===== src/rtl/intcode_io_pkg.sv =====
// Shared constants for the memory-mapped Intcode I/O ports.
// Addresses, word width and status/control bit positions used by the port decoders.
package intcode_io_pkg;
    localparam int WORD_W = 32;

    localparam logic [31:0] INPUT_ADDR  = 32'hFFFF0000;
    localparam logic [31:0] OUTPUT_ADDR = 32'hFFFF0001;
    localparam logic [31:0] STATUS_ADDR = 32'hFFFF0002;

    // Status read layout: count in the low half, sticky underflow above it.
    localparam int STATUS_COUNT_W       = 16;
    localparam int STATUS_UNDERFLOW_BIT = 16;

    // Control write bits at STATUS_ADDR.
    localparam int CTRL_CLEAR_UNDERFLOW_BIT = 0;
    localparam int CTRL_FLUSH_BIT           = 1;

    typedef logic [WORD_W-1:0] word_t;
endpackage


===== src/rtl/intcode_input_fifo_if.sv =====
// Producer stream plus CPU bus signals seen by the Intcode input port.
// Stream: a word transfers on a clock edge where in_valid & in_ready are both 1;
// the producer holds in_data stable while in_valid is 1 and in_ready is 0.
interface intcode_input_fifo_if;
    import intcode_io_pkg::*;

    logic  in_valid;
    word_t in_data;
    logic  in_ready;
    word_t address_bus;
    logic  ram_write;
    word_t bus_wdata;
    word_t bus_rdata;
    logic  bus_oe;

    modport master (
        output in_valid, in_data, address_bus, ram_write, bus_wdata,
        input  in_ready, bus_rdata, bus_oe
    );

    modport slave (
        input  in_valid, in_data, address_bus, ram_write, bus_wdata,
        output in_ready, bus_rdata, bus_oe
    );
endinterface


===== src/rtl/intcode_sync_fifo.sv =====
// Single-clock FIFO: storage array, wrapping pointers, occupancy count and flush.
// push/pop are ignored when full/empty; flush overrides both.
module intcode_sync_fifo #(
    parameter int DEPTH = 16,
    parameter int W     = 32
) (
    input  logic                     clock,
    input  logic                     reset,
    input  logic                     push,
    input  logic [W-1:0]             wdata,
    input  logic                     pop,
    input  logic                     flush,
    output logic [W-1:0]             rdata,
    output logic                     full,
    output logic                     empty,
    output logic [$clog2(DEPTH):0]   count
);
    localparam int AW = $clog2(DEPTH);
    localparam int CW = AW + 1;

    logic [W-1:0]  mem [DEPTH];
    logic [AW-1:0] wr_ptr;
    logic [AW-1:0] rd_ptr;
    logic          push_ok;
    logic          pop_ok;

    assign full    = (count == CW'(DEPTH));
    assign empty   = (count == '0);
    assign push_ok = push && !full && !flush;
    assign pop_ok  = pop && !empty && !flush;
    assign rdata   = mem[rd_ptr];

    always_ff @(posedge clock) begin
        if (push_ok) begin
            mem[wr_ptr] <= wdata;
        end
    end

    // Pointers are exactly AW bits wide, so +1 wraps at DEPTH without a compare.
    always_ff @(posedge clock or posedge reset) begin
        if (reset) begin
            wr_ptr <= '0;
            rd_ptr <= '0;
            count  <= '0;
        end else if (flush) begin
            wr_ptr <= '0;
            rd_ptr <= '0;
            count  <= '0;
        end else begin
            if (push_ok) begin
                wr_ptr <= wr_ptr + 1'b1;
            end
            if (pop_ok) begin
                rd_ptr <= rd_ptr + 1'b1;
            end
            case ({push_ok, pop_ok})
                2'b10:   count <= count + 1'b1;
                2'b01:   count <= count - 1'b1;
                default: count <= count;
            endcase
        end
    end
endmodule


===== src/rtl/intcode_input_fifo.sv =====
// Memory-mapped Intcode input port: buffers stream words and hands the head word to
// the CPU on reads of PORT_ADDR, consuming one word per completed read episode.
module intcode_input_fifo #(
    parameter int          DEPTH       = 16,
    parameter logic [31:0] PORT_ADDR   = intcode_io_pkg::INPUT_ADDR,
    parameter logic [31:0] STATUS_ADDR = intcode_io_pkg::STATUS_ADDR
) (
    input  logic                    clock,
    input  logic                    reset,
    intcode_input_fifo_if.slave     bus,
    output logic [$clog2(DEPTH):0]  count,
    output logic                    underflow
);
    import intcode_io_pkg::*;

    logic  hit_d;
    logic  hit_s;
    logic  ctrl_write;
    logic  flush;
    logic  clear_underflow;
    logic  match_q;
    logic  complete;
    logic  push;
    logic  pop;
    logic  full;
    logic  empty;
    word_t head;
    word_t status_word;

    assign hit_d           = (bus.address_bus == PORT_ADDR) && !bus.ram_write;
    assign hit_s           = (bus.address_bus == STATUS_ADDR) && !bus.ram_write;
    assign ctrl_write      = (bus.address_bus == STATUS_ADDR) && bus.ram_write;
    assign flush           = ctrl_write && bus.bus_wdata[CTRL_FLUSH_BIT];
    assign clear_underflow = ctrl_write && bus.bus_wdata[CTRL_CLEAR_UNDERFLOW_BIT];

    // The CPU may hold the address for several cycles; the read is consumed only
    // on the first edge after the address moves away.
    assign complete     = match_q && !hit_d;
    assign bus.in_ready = !full;
    assign push         = bus.in_valid && bus.in_ready;
    assign pop          = complete && !empty;

    intcode_sync_fifo #(
        .DEPTH (DEPTH),
        .W     (WORD_W)
    ) u_fifo (
        .clock (clock),
        .reset (reset),
        .push  (push),
        .wdata (bus.in_data),
        .pop   (pop),
        .flush (flush),
        .rdata (head),
        .full  (full),
        .empty (empty),
        .count (count)
    );

    always_ff @(posedge clock or posedge reset) begin
        if (reset) begin
            match_q   <= 1'b0;
            underflow <= 1'b0;
        end else begin
            match_q <= hit_d;
            // A fresh underflow event wins over a same-cycle clear.
            if (complete && empty) begin
                underflow <= 1'b1;
            end else if (clear_underflow) begin
                underflow <= 1'b0;
            end
        end
    end

    always_comb begin
        status_word                       = '0;
        status_word[STATUS_COUNT_W-1:0]   = STATUS_COUNT_W'(count);
        status_word[STATUS_UNDERFLOW_BIT] = underflow;
    end

    always_comb begin
        bus.bus_oe    = hit_d || hit_s;
        bus.bus_rdata = '0;
        if (hit_d) begin
            bus.bus_rdata = empty ? '0 : head;
        end else if (hit_s) begin
            bus.bus_rdata = status_word;
        end
    end
endmodule


===== src/flat_wrapper.sv =====
// flat-port wrapper written by rule: the top's interface ports become plain ports
module intcode_input_fifo_flat import intcode_io_pkg::*;
#(
    parameter int          DEPTH       = 16,
    parameter logic [31:0] PORT_ADDR   = intcode_io_pkg::INPUT_ADDR,
    parameter logic [31:0] STATUS_ADDR = intcode_io_pkg::STATUS_ADDR
)
  (clock, reset, count, underflow, bus_in_valid, bus_in_data, bus_address_bus, bus_ram_write, bus_bus_wdata, bus_in_ready, bus_bus_rdata, bus_bus_oe);
  intcode_input_fifo_if bus_i ();
  input  logic clock;
  input  logic reset;
  output logic [$clog2(DEPTH):0] count;
  output logic underflow;
  input wire logic [$bits(bus_i.in_valid)-1:0] bus_in_valid;
  input wire logic [$bits(bus_i.in_data)-1:0] bus_in_data;
  input wire logic [$bits(bus_i.address_bus)-1:0] bus_address_bus;
  input wire logic [$bits(bus_i.ram_write)-1:0] bus_ram_write;
  input wire logic [$bits(bus_i.bus_wdata)-1:0] bus_bus_wdata;
  output wire logic [$bits(bus_i.in_ready)-1:0] bus_in_ready;
  output wire logic [$bits(bus_i.bus_rdata)-1:0] bus_bus_rdata;
  output wire logic [$bits(bus_i.bus_oe)-1:0] bus_bus_oe;
  assign bus_i.in_valid = bus_in_valid;
  assign bus_i.in_data = bus_in_data;
  assign bus_i.address_bus = bus_address_bus;
  assign bus_i.ram_write = bus_ram_write;
  assign bus_i.bus_wdata = bus_bus_wdata;
  assign bus_in_ready = bus_i.in_ready;
  assign bus_bus_rdata = bus_i.bus_rdata;
  assign bus_bus_oe = bus_i.bus_oe;
  intcode_input_fifo #(.DEPTH(DEPTH), .PORT_ADDR(PORT_ADDR), .STATUS_ADDR(STATUS_ADDR)) u_core (.clock(clock), .reset(reset), .bus(bus_i), .count(count), .underflow(underflow));
endmodule

===== config.mk =====
export PLATFORM = sky130hd
export DESIGN_NAME = intcode_input_fifo_flat
export DESIGN_NICKNAME = d
export VERILOG_FILES = /design/src/rtl/intcode_io_pkg.sv /design/src/rtl/intcode_input_fifo_if.sv /design/src/rtl/intcode_sync_fifo.sv /design/src/rtl/intcode_input_fifo.sv /design/src/flat_wrapper.sv
export SDC_FILE = /design/constraint.sdc
export NUM_CORES = 1
export LEC_CHECK = 0
export CAP_MARGIN = 20
export CORE_ASPECT_RATIO = 1.1
export CORE_MARGIN = 4
export CORE_UTILIZATION = 61
export CTS_BUF_LIST = sky130_fd_sc_hd__clkbuf_4 sky130_fd_sc_hd__clkbuf_8
export DETAILED_ROUTE_END_ITERATION = 10
export GPL_ROUTABILITY_DRIVEN = 0
export PLACE_DENSITY = 0.82
export SLEW_MARGIN = 10
export SYNTH_ARGS = -nofsm -noshare
export SYNTH_HDL_FRONTEND = slang
export SYNTH_SLANG_ARGS = --single-unit

===== constraint.sdc =====
create_clock -name clock -period 5.9 [get_ports clock]
set_clock_uncertainty 0.2 [all_clocks]
set_input_delay 0.885 -clock clock [delete_from_list [all_inputs] [get_ports clock]]
set_output_delay 0.885 -clock clock [all_outputs]
set_load 0.01 [all_outputs]

==> out/metrics.csv <==
metric,value,unit
total_grt_usage,24.0,%
dr.first_iter.drc_count,1093,
multiInputGateArea,0.00475,mm2
core-area,0.0334,mm2
outcome,"finished, final reports clean",
drive_gt1_share,29.0,%
io-pin-count,140,
avgRoutedWirePerCell,27.5,um
route.detailed.vias_per_inst,6.35,
grt_max_degree,63,
synthesis.yosys.warnings,0,
post_cts_buffers,0,
post_cts_resized,0,
num_vias,10060,
cp_data_required_time,4.82,ns
grt_pass1_vias,10570,
final-max-slew-violation-count,0,
cts_num_sinks,527,
dp_hpwl,23400,um
route.detailed.drc,0,
cells_taking_the_most_area_after_synthesis,"sky130_fd_sc_hd__edfxtp_1 74%, sky130_fd_sc_hd__mux4_2 17%, sky130_fd_sc_hd__dfrtp_1 1.8%",
data_arrival_time_of_the_worst_path,3.65,ns
synth_cell_type_count,48,
antenna_violating_nets_post_route,0,
fin_area,0.0240,mm2
crit_path_end_kind,output pin,
tritoncts.num_buffers,77,
ir_worst_vdd,0.000185,V
netlist.top_cell.by_area,sky130_fd_sc_hd__edfxtp_1,
portBuffers,109,
min-delay-path-class,flop to flop,
power_density,345,mW/mm2
cts_tree,done,
cts_root_buf,sky130_fd_sc_hd__clkbuf_8,
drt-total-wl,43500,um
max_freq,211,MHz
area.sequential,0.0158,mm2
worst_hold_slack,0.348,ns
cts-htree-levels,3,
path_class,primary input to output pin,
type_of_origin_of_the_critical_path,primary input,
fin_crit_sh,80.3,%
wire_length_of_the_first_global_routing_pass,65300,um
avgSynthCellArea,22.3,um2
cts.path.max_buffers,3,
placement_cell_area,0.0225,mm2
sequential_element_share_of_the_synthesized_area,76.0,%
initial_cell_density_of_the_core,62.1,%
rows,70,
1st_pass_router_iterations,5,
post_synth_edffs,512,
die-width,184,um
post-route-min-period,4.74,ns
cts.clk_slew.worst_paths,0.06,ns
slew_of_the_pin_with_the_lowest_slew_margin,1.03,ns
netlist_instances,929,
yosys.area.top_type_share,74.2,%
leakagePower,0.00778,uW
antenna_cells,0,
area_growth_syn_to_layout,15.7,%
setup-tns-final,0,ns
worstPathMaxFanout,32,
detailedPlace.worstSlack,1.15,ns
final_critical_path_setup_slack,1.16,ns
die-area,0.0370,mm2
ffs_w_async_s_r_synth,2.85,%
holdBufCountCts,0,
setup_repair_after_global_routing_missed_its_margin,no,
clkLatencyLatePin,0.61,ns
post_synth_instance_area,0.0207,mm2
max_slew_margin,31.6,%
gr-total-overflow,0,
final_hold_viol_count,0,
design.final.nets,1207,
mappedNetlistNets,1038,
ys_ff_latch,527,
cap_viol_max_count,0,
die_y,201,um
ys.flop_type,sky130_fd_sc_hd__edfxtp_1,
antenna_found_initial,1,
setup_viol_count_final,0,
totalPowerFinal,8270,uW
filler_cell_count,1815,
## layout make-up
cell class	count	share of cell area [%]
Timing Repair Buffer	140	5.78
Inverter	7	0.110
Clock inverter	31	1.05
Sequential cell	527	65.7
Multi-Input combinational cell	345	19.8
Clock buffer	103	5.26
Tap cell	432	2.25
## per-stage QoR
step / cells / utilization [%]
after global routing: 1585 / 71.8
after detailed placement: 1451 / 67.3
after global placement: 1451 / 67.3
after floorplan: 929 / -
final: 1585 / 71.8
after CTS: 1585 / 71.8
## cell families (layout without fill, tap and decap cells)
| family | after synthesis | in the layout | share of synthesized area, % |
|---|---|---|---|
| AND/OR/NAND/NOR | 132 | 132 | 3.48 |
| multiplexers | 156 | 156 | 16.8 |
| buffers and inverters | 57 | 281 | 1.49 |
| AO/OA/AOI/OAI | 41 | 41 | 1.33 |
| flip-flops | 527 | 527 | 76.0 |
| XOR/XNOR | 7 | 7 | 0.296 |
| adder cells (fa/ha/maj) | 9 | 9 | 0.543 |
## flip-flops by register name (all words and copies together) (netlist names)
register,cells
u_core.u_fifo.wr_ptr,4
u_core.u_fifo.count,5
u_core.u_fifo.mem,512
u_core.underflow,1
u_core.match_q,1
u_core.u_fifo.rd_ptr,4
## layer usage
| metal | wire (um) | vias up | track usage [%] |
|---|---|---|---|
| met5 | 13 | - | 0 |
| met4 | 851 | 2 | 7.32 |
| met3 | 3880 | 68 | 5.01 |
| met1 | 16400 | 5215 | 34.0 |
| li1 | - | 4252 | - |
| met2 | 22300 | 523 | 38.8 |
## where the power goes
part | switching [uW] | total [uW] | leakage [uW] | internal, uW
Clock | 1310 | 2870 | 0.000793 | 1570
Combinational | 458 | 741 | 0.00219 | 283
Sequential | 157 | 4650 | 0.00479 | 4500
## critical path, cell delays in order
cell and delay, ns:
sky130_fd_sc_hd__clkdlybuf4s50_1 0.46, sky130_fd_sc_hd__nand4_1 0.13, sky130_fd_sc_hd__nor4_2 0.43, sky130_fd_sc_hd__nand2_1 0.17
sky130_fd_sc_hd__or4_4 0.77, sky130_fd_sc_hd__o2bb2ai_1 0.24, sky130_fd_sc_hd__clkdlybuf4s50_1 0.56
## path summary, 6_finish.rpt
kind	end	depth (start not counted)	from	slack, ns
max	bus_bus_rdata[3]	7	bus_address_bus[18]	1.16
max reg2reg	u_core.u_fifo.mem[9][10]	7	u_core.u_fifo.count[1]	2.15
min reg2reg	u_core.underflow	1	u_core.underflow	0.35
max in group asynchronous	u_core.u_fifo.rd_ptr[0]	2	reset	4.66
min in group asynchronous	u_core.u_fifo.rd_ptr[2]	2	reset	0.42
min	u_core.underflow	1	u_core.underflow	0.35
## synthesized netlist by cell type (6+ instances only)
master                      count
sky130_fd_sc_hd__o2bb2ai_1      7
sky130_fd_sc_hd__dfrtp_1       15
sky130_fd_sc_hd__buf_6          9
sky130_fd_sc_hd__nor2b_1       27
sky130_fd_sc_hd__nor2_1        20
sky130_fd_sc_hd__nor3_1         7
sky130_fd_sc_hd__nand3_1        6
sky130_fd_sc_hd__inv_1          7
sky130_fd_sc_hd__nand4_1        6
sky130_fd_sc_hd__ha_1           9
sky130_fd_sc_hd__edfxtp_1     512
sky130_fd_sc_hd__a21oi_1       17
sky130_fd_sc_hd__buf_2         16
sky130_fd_sc_hd__mux4_2       154
sky130_fd_sc_hd__nand2_1       39
sky130_fd_sc_hd__clkbuf_1      22
## cell usage in the layout, fill, tap and decap left out, types with 12 or more instances in the layout
cell type                           n
sky130_fd_sc_hd__nor2_1            16
sky130_fd_sc_hd__nor2b_1           27
sky130_fd_sc_hd__mux4_2           154
sky130_fd_sc_hd__clkbuf_4          25
sky130_fd_sc_hd__clkinv_1          13
sky130_fd_sc_hd__clkbuf_8          78
sky130_fd_sc_hd__buf_4             26
sky130_fd_sc_hd__nand2_1           39
sky130_fd_sc_hd__dfrtp_1           12
sky130_fd_sc_hd__a21oi_1           17
sky130_fd_sc_hd__clkdlybuf4s50_1  109
sky130_fd_sc_hd__edfxtp_1         512
Note: power is estimated with default switching activity, not from simulation.
